**src/rtl/iter_linear_calc_arb.sv**
```systemverilog
// Round-robin arbiter in front of one shared shift-free iterative engine computing y = m*x + b.
// The product is formed by adding m to an accumulator x times, one addition per clock.
module iter_linear_calc_arb #(
  parameter int NREQ = 4,
  parameter int W    = 32
) (
  input  logic              clk,
  input  logic              rst_n,
  input  logic [NREQ-1:0]   req,
  input  logic [NREQ*W-1:0] m_flat,
  input  logic [NREQ*W-1:0] x_flat,
  input  logic [NREQ*W-1:0] b_flat,
  output logic [NREQ-1:0]   ack,
  output logic [W-1:0]      y,
  output logic              y_valid,
  output logic [2:0]        y_id,
  output logic              busy
);

  localparam logic [1:0] S_IDLE = 2'd0;
  localparam logic [1:0] S_CALC = 2'd1;
  localparam logic [1:0] S_DONE = 2'd2;

  localparam logic [NREQ-1:0] ACK_ONE  = NREQ'(1);
  localparam logic [2:0]      LAST_ID  = 3'(NREQ - 1);

  logic [1:0]      r_state;
  logic [2:0]      r_ptr;
  logic [2:0]      r_id;
  logic [W-1:0]    r_m;
  logic [W-1:0]    r_x;
  logic [W-1:0]    r_b;
  logic [W-1:0]    r_acc;
  logic [W-1:0]    r_cnt;
  logic [NREQ-1:0] r_ack;
  logic [W-1:0]    r_y;
  logic            r_y_valid;
  logic [2:0]      r_y_id;

  logic [NREQ-1:0] w_elig;
  logic            w_grant_valid;
  logic [2:0]      w_grant_id;
  int              w_idx;
  logic [W-1:0]    w_sel_m;
  logic [W-1:0]    w_sel_x;
  logic [W-1:0]    w_sel_b;

  // The requester being acked this cycle may still hold req; mask it so it is not served twice.
  assign w_elig = req & ~r_ack;

  always_comb begin
    // NOTE: every variable gets a default first so no path leaves it unassigned (no latch).
    w_grant_valid = 1'b0;
    w_grant_id    = '0;
    w_idx         = 0;
    for (int k = 0; k < NREQ; k++) begin
      w_idx = int'(r_ptr) + k;
      if (w_idx >= NREQ) w_idx = w_idx - NREQ;
      if (!w_grant_valid && w_elig[w_idx]) begin
        w_grant_valid = 1'b1;
        w_grant_id    = 3'(w_idx);
      end
    end
  end

  assign w_sel_m = m_flat[int'(w_grant_id)*W +: W];
  assign w_sel_x = x_flat[int'(w_grant_id)*W +: W];
  assign w_sel_b = b_flat[int'(w_grant_id)*W +: W];

  always_ff @(posedge clk or negedge rst_n) begin
    if (!rst_n) begin
      r_state   <= S_IDLE;
      r_ptr     <= '0;
      r_id      <= '0;
      r_m       <= '0;
      r_x       <= '0;
      r_b       <= '0;
      r_acc     <= '0;
      r_cnt     <= '0;
      r_ack     <= '0;
      r_y       <= '0;
      r_y_valid <= 1'b0;
      r_y_id    <= '0;
    end else begin
      // NOTE: sequential state uses non-blocking assignment so all registers update together.
      r_ack     <= '0;
      r_y_valid <= 1'b0;
      case (r_state)
        S_IDLE: begin
          if (w_grant_valid) begin
            r_id    <= w_grant_id;
            r_m     <= w_sel_m;
            r_x     <= w_sel_x;
            r_b     <= w_sel_b;
            r_acc   <= '0;
            r_cnt   <= '0;
            r_state <= (w_sel_x == '0) ? S_DONE : S_CALC;
          end
        end
        S_CALC: begin
          r_acc <= r_acc + r_m;
          r_cnt <= r_cnt + 1'b1;
          if (r_cnt == r_x - 1'b1) r_state <= S_DONE;
        end
        S_DONE: begin
          r_y       <= r_acc + r_b;
          r_ack     <= ACK_ONE << r_id;
          r_y_valid <= 1'b1;
          r_y_id    <= r_id;
          r_ptr     <= (r_id == LAST_ID) ? 3'd0 : r_id + 3'd1;
          r_state   <= S_IDLE;
        end
        default: r_state <= S_IDLE;
      endcase
    end
  end

  assign ack     = r_ack;
  assign y       = r_y;
  assign y_valid = r_y_valid;
  assign y_id    = r_y_id;
  assign busy    = (r_state != S_IDLE);

endmodule

```
**config.mk**
```make
export PLATFORM = sky130hd
export DESIGN_NAME = iter_linear_calc_arb
export DESIGN_NICKNAME = d
export VERILOG_FILES = /design/src/rtl/iter_linear_calc_arb.sv
export SDC_FILE = /design/constraint.sdc
export NUM_CORES = 1
export LEC_CHECK = 0
export BUFFER_PORTS_ARGS = -buffer_cell sky130_fd_sc_hd__buf_2
export CORE_ASPECT_RATIO = 0.6
export CORE_MARGIN = 2
export CORE_UTILIZATION = 54
export CTS_CLUSTER_SIZE = 12
export DETAILED_ROUTE_END_ITERATION = 16
export PLACE_DENSITY_LB_ADDON = 0.3
export SLEW_MARGIN = 40
export SYNTH_ARGS = -nofsm -noshare
export SYNTH_HDL_FRONTEND = slang
export SYNTH_SLANG_ARGS = --single-unit
export TNS_END_PERCENT = 50
```
**constraint.sdc**
```tcl
create_clock -name clk -period 3.7 [get_ports clk]
set_input_delay 0.185 -clock clk [delete_from_list [all_inputs] [get_ports clk]]
set_output_delay 0.185 -clock clk [all_outputs]
set_load 0.02 [all_outputs]
```
==> Word level (Yosys, flattened, before mapping) <==
Index checks and enable logic that the tools add are counted.
{ "op_classes": {"add_sub_neg": 12, "n_shift": 4, "muxes": 34, "reduce_logical": 13, "bitwise": 2, "n_lt_le_gt_ge": 8, "n_eq_ne": 6} }
{ "op_table": {"columns": ["op", "n"], "rows": [
  ["$shiftx 128x9->32", 3],
  ["$mux 32", 5],
  ["$lt 32x4->1 const B", 4],
  ["$pmux 32 s2", 2],
  ["$add 32x32->32", 2],
  ["$add 32x1->32 const B", 1],
  ["$eq 32x32->1", 1],
  ["$logic_not 32->1", 1],
  ["$sub 32x1->32 const B", 1],
  ["$mux 3", 5],
  ["$sub 4x3->5 const B", 3],
  ["$mux 1", 13],
  ["$ge 4x3->1 const B", 3],
  ["$add 3x2->4 const B", 2],
  ["$bmux 1 s2", 4],
  ["$mux 2", 3],
  ["$reduce_and 2->1", 3],
  ["$add 3x1->4 const B", 1],
  ["$and 4x4->4", 1],
  ["$mux 4", 1],
  ["$ne 2x2->1 const B", 2],
  ["$not 4->4", 1],
  ["$pmux 2 s2", 1],
  ["$reduce_bool 2->1", 2],
  ["other kinds (10)", 14]
]} }
{ "word_totals": {"elab_cells": 91, "inputBits": 390, "ff_bits": 208} }

==> Depth between registers and ports, before layout <==
Gate-level depths: netlist of the first run.
{ "depth": {"depth_word": 20, "mapped_depth": 16} }

==> Worst setup path before layout of the first run <==
No wires, ideal clock.
{ "synth_path": {"path_type": "register -> register", "from": "reg r_ptr[1]", "to": "reg r_state[1]", "stages_incl_launch_ff": 16, "arrival_ns": 3.207, "path_slack_ns": 0.415, "n_path_buf": 3, "synth_period_minus_slack_ns": 3.285, "cell_sequence": "dfrtp_1 -> buf_2 -> inv_1 -> ha_1 -> and3b_1 -> or4_1 -> a21oi_2 -> o21ai_1 -> a21oi_4 -> buf_6 -> buf_6 -> mux2i_1 -> nor4_1 -> nand4_1 -> o31ai_1 -> o2bb2ai_1"} }
{ "synth_between": {"elab_chain_cells": 20, "elab_cells_between_ends": 48, "classes_between": "7 x add/sub; 4 x order compare; 1 x eq/ne; 1 x shift; 27 x mux; 8 x reduce/logical"} }
{ "synth_lines": {"columns": ["item", "line", "source"], "rows": [
  ["start: declaration", "28", "logic [2:0] r_ptr;"],
  ["start signal: assignment", "110", "r_ptr <= (r_id == LAST_ID) ? 3'd0 : r_id + 3'd1;"],
  ["parallel branches: the longest is 20 deep, another holds $sub 4x3->5", null, null],
  ["end signal: assignment", "97", "r_state <= (w_sel_x == '0) ? S_DONE : S_CALC;"],
  ["end: declaration", "27", "logic [1:0] r_state;"]
]} }
Several ways; the timed one is not identified. The select of a mux whose other input is x is not followed.
A chain may end at the register's enable or synchronous reset.

==> Final worst setup path of the first run <==
{ "layout_path": {"from": "reg r_ptr[1]", "to": "reg r_m[10]"} }
{ "layout_between": {"elab_chain_cells": 16, "elab_cells_between_ends": 43, "classes_between": "7 x add/sub; 4 x order compare; 1 x shift; 24 x mux; 7 x reduce/logical"} }
{ "layout_lines": {"columns": ["item", "line", "source"], "rows": [
  ["parallel branches: the longest is 16 deep, another holds $sub 4x3->5", null, null],
  ["end signal: assignment", "92", "r_m <= w_sel_m;"],
  ["end: declaration", "30", "logic [W-1:0] r_m;"]
]} }
Several ways; the timed one is not identified. The select of a mux whose other input is x is not followed.

==> summary.txt, run 1 <==
Yosys
  • Number of synthesized flops with an enable pin: 0
  • Syn nets: 2,250
  • Synth cell types: 78
  • Post-synthesis sequential area ratio: 0.329
  • Synth top area share: 0.329
  • Mapped Avg Cell Area: 8.86 sq um
  • Syn Inst Count: 1,788
  • Yosys warns: 0
  • Ys async rst share: 1.00
  • Register bit total from synthesis: 208
  • Synth Flop Type: dfrtp_1
  • Synth top cells by count: dfrtp_1, nand2_1, mux2i_1
  • Area leader, netlist: dfrtp_1
  • Synth area leaders: dfrtp_1, mux2i_1, ha_1
  • Synthesized cell area: 15,800 sq um
  • Most frequent cell after synthesis: dfrtp_1

Floorplan
  • Row cnt: 48
  • Starting Density: 0.550
  • Die Height: 137 um
  • Core Box Area: 28,800 sq um
  • Io pins: 431
  • Die area: 30,800 sq um
  • Die X: 225 um

CTS
  • CTS clk-pin slew, worst paths: 60 ps
  • TritonCTS clock tree: done
  • H-tree depth: 1
  • Worst skew pair latency: 520 ps
  • Total CTS buffers: 22
  • Clk Tree Root Cell: clkbuf_16
  • CTS Sinks: 208
  • Clock tree buffer depth: 3

Detailed routing
  • DR pass1 iterations: 6
  • # DRC: 0
  • Final ANT Viol Nets: 0
  • Vias per Instance: 6.15
  • DR vias: 15,898
  • WL final: 53,300 um
  • Avg WL per Cell: 20.6 um
  • Initial DRC Count: 1,715

STA
  • Period utilisation layout: 0.963
  • Setup-failing EPs final: 0
  • Final setup margin: 137 ps
  • Fin crit period: 3560 ps
  • Hold Fails Final Rpt: 0
  • Fmax: 281 MHz
  • Max Clock Skew: 13.4 ps
  • Worst-margin pin slew: 865 ps
  • WHS: 149 ps
  • Max Slew Vio Count: 0
  • Slew headroom: 0.418
  • Setup TNS Final: 0 ps

Layout
  • Area grow syn2layout: 22.4%
  • Sequential Area: 5200 sq um
  • Post-route insts no fill: 2,585
  • Share of cells above drive strength 1: 0.265
  • Final core utilization: 0.674
  • Fill cells: 2,356
  • Nets@finish: 2,658
  • Area of the multi-input gates: 10,000 sq um

Status
  • Status: finished, final reports clean

Placed design
  • Hpwl dp: 41,000 um
  • RePlAce Congestion: 0.947
  • DP Cell Count: 2,539
  • Place WS: -39.8 ps
  • I/O Buffers: 430

Power and ir drop
  • Pwr dens: 566 nW/um^2
  • Maximum vdd ir drop: 0.301 mV
  • Pleak: 9.16 nW

Global routing
  • GRT Residual Overflow: 0
  • GRT Overall Usage: 0.336
  • Initial antenna violation count: 5
  • Global-route wire length before repair: 80,600 um
  • Largest net degree at the start of global routing: 133
  • Vias in the first global route: 14,596

Worst setup path
  • CP Class: reg2reg
  • Setup crit end kind: flop
  • Worst-path cell chain: inv_1 > ha_1 > and3b_1 > or4_1 > a21oi_2 > o21ai_1 > a21oi_4 > buf_12 > buf_4 > buf_16 > nor2b_1 > a211oi_1 > a2111oi_2 > buf_4 > a21o_1
  • Crit-path slowest cell: or4_1
  • WP data arrival: 3970 ps
  • CP Launch Type: flop
  • Worst path most repeated cell: buf_4
  • Worst endpoint required time: 4110 ps
  • Largest stage delay on the critical path: 490 ps
  • Worst-path maximum fanout: 58

Worst hold path
  • Worst hold path class: in2reg

Flow run
  • Max cap viols: 0
==> cell families (layout without fill, tap and decap cells) <==
family / after synthesis / in the layout / synth area share
compound gates: 563 / 563 / 0.243
xor+xnor: 95 / 95 / 0.0525
fa+ha+maj: 72 / 72 / 0.0578
buf+inv: 156 / 574 / 0.0433
flops: 208 / 208 / 0.329
mux: 160 / 160 / 0.103
other cells: 0 / 4 / 0
simple gates: 534 / 534 / 0.171
==> final cells by class <==
class,count,share of cell area
Multi-Input combinational cell,1424,0.518
Sequential cell,208,0.268
Timing Repair Buffer,505,0.148
Clock buffer,31,0.0323
Tap cell,375,0.0242
Inverter,35,0.00678
Clock inverter,3,0.00207
Antenna cell,4,0.000516
==> stage by stage <==
step                      cell area [sq um]  power, mW
final                                 19400       11.0
after global placement                18600       8.46
after floorplan                       15800       7.04
after detailed placement              18600       8.63
after global routing                  19400       11.7
after CTS                             19200       10.8
==> worst max-delay path, delay by kind of cell, from the launching register on <==
kind / cells / cell delay, ps
AOI/OAI and AO/OA: 6 / 1160
buffers and inverters: 5 / 850
and+or+nand+nor: 3 / 780
DFF: 1 / 380
adders and majority gates: 1 / 250
==> placed cells by master (no fill, tap or decap), drive strengths merged, types with 8 or more instances in the layout <==
| master | netlist | routed |
|---|---|---|
| a21oi | 63 | 63 |
| a31oi | 11 | 11 |
| nand4 | 23 | 23 |
| o21ai | 147 | 147 |
| nor2 | 69 | 69 |
| o211ai | 9 | 9 |
| or3 | 10 | 10 |
| ha | 70 | 70 |
| inv | 35 | 35 |
| a21o | 93 | 93 |
| buf | 50 | 502 |
| or4 | 10 | 10 |
| clkbuf | 71 | 33 |
| nand2 | 177 | 177 |
| mux2 | 12 | 12 |
| xor2 | 38 | 38 |
| nor3b | 9 | 9 |
| nor2b | 77 | 77 |
| xnor2 | 57 | 57 |
| dfrtp | 208 | 208 |
| a211oi | 82 | 82 |
| and3 | 10 | 10 |
| o31ai | 17 | 17 |
| nor4 | 24 | 24 |
| nor3 | 21 | 21 |
| nand3 | 64 | 64 |
| a2111oi | 71 | 71 |
| or2 | 8 | 8 |
| nand2b | 13 | 13 |
| o21a | 13 | 13 |
| o21bai | 12 | 12 |
| mux2i | 147 | 147 |
==> power breakdown <==
part	total [mW]	switching (mW)	internal (mW)
logic	5.46	3.04	2.42
clock network	2.15	0.920	1.23
registers	3.36	0.599	2.76
total	11.0	4.56	6.42
==> path summary, 6_finish.rpt <==
check / from / endpoint / slack, ps / cells after the start
setup / recovery: r_ptr[1]$_DFFE_PN0P_ / r_m[10]$_DFFE_PN0P_ / 140 / 15
setup reg to reg: r_ptr[1]$_DFFE_PN0P_ / r_m[10]$_DFFE_PN0P_ / 140 / 15
min in group asynchronous: rst_n / y[14]$_DFFE_PN0P_ / 270 / 2
hold / removal: x_flat[60] / r_x[28]$_DFFE_PN0P_ / 150 / 5
hold reg to reg: y[22]$_DFFE_PN0P_ / y[22]$_DFFE_PN0P_ / 470 / 2
max in group asynchronous: rst_n / r_cnt[20]$_DFFE_PN0P_ / 2360 / 3
==> repair_timing <==
action / 4_1_cts / 5_1_grt
buffers inserted: 0 / 6
endpoints found under the hold margin: 79 / 0
resized for setup: 2 / 25
hold buffers: 1 / 0
cloned: 0 / 1
pin swaps: 0 / 5
endpoints found under the setup margin: 2 / 66
==> metal layers <==
layer  part of all wire  GRT usage
met3              0.099     0.0792
met1               0.47      0.510
met2               0.41      0.480
met4              0.021     0.0791
met5            0.00024          0
==> state kept, by name, indices dropped and copies added, names as in the netlist <==
| register | cells |
|---|---|
| ack | 4 |
| r_acc | 32 |
| r_b | 32 |
| r_cnt | 32 |
| r_id | 3 |
| r_m | 32 |
| r_ptr | 3 |
| r_state | 2 |
| r_x | 32 |
| y | 32 |
| y_id | 3 |
| y_valid | 1 |
Note: power is estimated with default switching activity, not from simulation.
==> run 2, diff against run 1 <==
Settings changed: CORE_MARGIN 2 to default.
==> run 2 against run 1 <==
First-iteration DRC count is 13% lower. Cell area is 0.75% higher. Sequential cell count stayed put. Combinational power is 2% lower. Total power is 0.86% lower. Largest power group unchanged. Maximum frequency is 0.14% higher. Clock power hardly changed. Via count is 0.56% higher.
==> summary.txt, run 2 (synthesized netlist as in run 1, its figures left out) <==
Power and ir drop
  • Clock share of power: 0.197 (was 0.196)
  • Power share of the combinational group: 0.493 (was 0.498)
  • Maximum vdd ir drop: 0.333 mV (was 0.301 mV)
  • NetSw: 4.46 mW (was 4.56 mW)
  • Internal: 6.42 mW (about the same)
  • Pwr dens: 557 nW/um^2 (was 566 nW/um^2)
  • Pleak: 9.24 nW (was 9.16 nW)
  • Switching Share: 0.410 (was 0.415)
  • Part of the power in registers: 0.310 (was 0.306)

CTS
  • Total CTS buffers: 22 (unchanged)
  • TritonCTS clock tree: done (unchanged)
  • Clk Tree Root Cell: clkbuf_16 (unchanged)
  • H-tree depth: 1 (unchanged)
  • Worst skew pair latency: 520 ps (about the same)
  • Clock tree buffer depth: 3 (unchanged)
  • CTS Sinks: 208 (unchanged)
  • CTS clk-pin slew, worst paths: 60 ps (about the same)

Layout
  • Post-route cell area: 19,500 sq um (was 19,400 sq um)
  • Sequential Area: 5200 sq um (unchanged)
  • Most frequent cells in the layout: buf_2, dfrtp_1, nand2_1 (unchanged)
  • Area of the multi-input gates: 10,100 sq um (was 10,000 sq um)
  • Share of cells above drive strength 1: 0.271 (was 0.265)
  • Nets@finish: 2,671 (was 2,658)
  • Commonest non-fill, non-tap cell in the layout: buf_2 (unchanged)
  • Area grow syn2layout: 23.3% (was 22.4%)
  • Post-route insts no fill: 2,595 (was 2,585)
  • Fill cells: 2,371 (was 2,356)

Floorplan
  • Die Height: 135 um (was 137 um)
  • Io pins: 431 (unchanged)
  • Core Box Area: 28,800 sq um (unchanged)
  • Row cnt: 48 (unchanged)
  • Die area: 30,000 sq um (was 30,800 sq um)
  • Die X: 223 um (was 225 um)
  • Starting Density: 0.550 (unchanged)

STA
  • Fmax: 281 MHz (about the same)
  • Worst-margin pin slew: 859 ps (was 865 ps)
  • Slew headroom: 0.422 (was 0.418)
  • RSZ-0062 raised after global routing: yes
  • Max Clock Skew: 14.4 ps (was 13.4 ps)
  • Setup TNS Final: 0 ps (unchanged)
  • Setup-failing EPs final: 0 (unchanged)
  • Period utilisation layout: 0.962 (was 0.963)
  • Hold Fails Final Rpt: 0 (unchanged)
  • Final setup margin: 142 ps (was 137 ps)
  • Fin crit period: 3560 ps (about the same)
  • Max Slew Vio Count: 0 (unchanged)

Placed design
  • DP Cell Count: 2,553 (was 2,539)
  • Placed cell area: 18,700 sq um (was 18,600 sq um)
  • RePlAce Congestion: 0.932 (was 0.947)
  • Hpwl dp: 40,600 um (was 41,000 um)
  • Place WS: 13.2 ps (was -39.8 ps)
  • I/O Buffers: 430 (unchanged)

Worst setup path
  • CP Class: reg2reg (unchanged)
  • Crit path max-delay family: simple AND/OR/NAND/NOR gates (was compound AO/OA/AOI/OAI gates)
  • Worst-path maximum fanout: 30 (was 58)
  • Worst-path cell chain: inv_1 > ha_1 > and3b_1 > or4_1 > a21oi_2 > o21ai_1 > a21oi_4 > buf_12 > mux2i_1 > nor4_2 > nand4_1 > o31ai_1 > o2bb2ai_1 (was inv_1 > ha_1 > and3b_1 > or4_1 > a21oi_2 > o21ai_1 > a21oi_4 > buf_12 > buf_4 > buf_16 > nor2b_1 > a211oi_1 > a2111oi_2 > buf_4 > a21o_1)
  • WP data arrival: 3990 ps (was 3970 ps)
  • Crit-path slowest cell: or4_1 (unchanged)
  • Setup crit end kind: flop (unchanged)
  • Worst endpoint required time: 4140 ps (was 4110 ps)
  • Largest stage delay on the critical path: 510 ps (was 490 ps)
  • CP Launch Type: flop (unchanged)
  • Buf/Inv on CP: 2 (was 5)

Detailed routing
  • WL final: 52,100 um (was 53,300 um)
  • # DRC: 0 (unchanged)
  • DR pass1 iterations: 7 (was 6)
  • Avg WL per Cell: 20.1 um (was 20.6 um)
  • Initial DRC Count: 1,499 (was 1,715)
  • Vias per Instance: 6.16 (was 6.15)
  • DR vias: 15,987 (was 15,898)
  • Final ANT Viol Nets: 0 (unchanged)

Global routing
  • Largest net degree at the start of global routing: 108 (was 133)
  • GRT Overall Usage: 0.342 (was 0.336)
  • Global-route wire length before repair: 81,100 um (was 80,600 um)
  • GRT Residual Overflow: 0 (unchanged)
  • Vias in the first global route: 14,870 (was 14,596)
  • Initial antenna violation count: 7 (was 5)

Worst hold path
  • Worst hold path class: in2reg (unchanged)

Flow run
  • Max cap viols: 0 (unchanged)

Status
  • Status: finished, final reports clean (unchanged)
run 2: cell types whose count changed in the layout (fill, tap and decap cells not counted), moves of 3 or more:
cell and change:
a2111oi_1 +5, clkbuf_1 -5, buf_12 +3, buf_4 +12, a2111oi_0 -7
run 2: through the flow:
stage	hold WS (ps)	power [mW]	util
global placement	365	8.36	0.649
finish	165	10.9	0.679
global route	181	11.6	0.679
floorplan	-111	7.04	-
detailed placement	203	8.54	0.649
CTS	142	10.7	0.673
run 2: per-layer routing:
metal  vias to the layer above  GRT usage  share of wire
met4                         0     0.0923          0.025
li1                       7525          -              -
met3                        92     0.0764          0.095
met2                       729      0.495           0.41
met5                         -          0              0
met1                      7641      0.509           0.47
run 2: worst reg2reg max path, cell delays in order (launching register included):
cell and delay, ps:
dfrtp_1 380, inv_1 100, ha_1 250, and3b_1 220
or4_1 510, a21oi_2 210, o21ai_1 140, a21oi_4 230
buf_12 260, mux2i_1 220, nor4_2 350, nand4_1 190
o31ai_1 280, o2bb2ai_1 140
run 2: cell type report:
type	count	share of cell area
Inverter	35	0.00673
Multi-Input combinational cell	1424	0.515
Tap cell	375	0.0240
Antenna cell	4	0.000512
Clock buffer	27	0.0318
Timing Repair Buffer	518	0.153
Clock inverter	4	0.00231
Sequential cell	208	0.266
run 2: worst paths after layout:
check | startpoint | to | slack, ps | cells after the start
hold / removal | x_flat[14] | r_x[14]$_DFFE_PN0P_ | 160 | 5
setup reg to reg | r_ptr[1]$_DFFE_PN0P_ | r_state[1]$_DFFE_PN0P_ | 140 | 13
hold reg to reg | y[16]$_DFFE_PN0P_ | y[16]$_DFFE_PN0P_ | 470 | 2
max in group asynchronous | rst_n | r_m[7]$_DFFE_PN0P_ | 2640 | 3
min in group asynchronous | rst_n | y[15]$_DFFE_PN0P_ | 250 | 2
setup / recovery | r_ptr[1]$_DFFE_PN0P_ | r_state[1]$_DFFE_PN0P_ | 140 | 13
run 2: power groups by stage:
stage | sequential [mW] | combinational [mW] | clock (mW)
after floorplan | 3.10 | 3.94 | 0
after detailed placement | 3.37 | 5.17 | 0
final | 3.37 | 5.37 | 2.14
after global routing | 3.42 | 5.94 | 2.24
after CTS | 3.34 | 5.22 | 2.15
after global placement | 3.35 | 5.01 | 0
run 2: repair_timing:
action | 4_1_cts | 5_1_grt
resized for setup | 1 | 31
setup buffers | 0 | 6
hold buffers | 1 | 0
endpoints found under the setup margin | 1 | 30
endpoints found under the hold margin | 104 | 0
pin swaps | 0 | 2
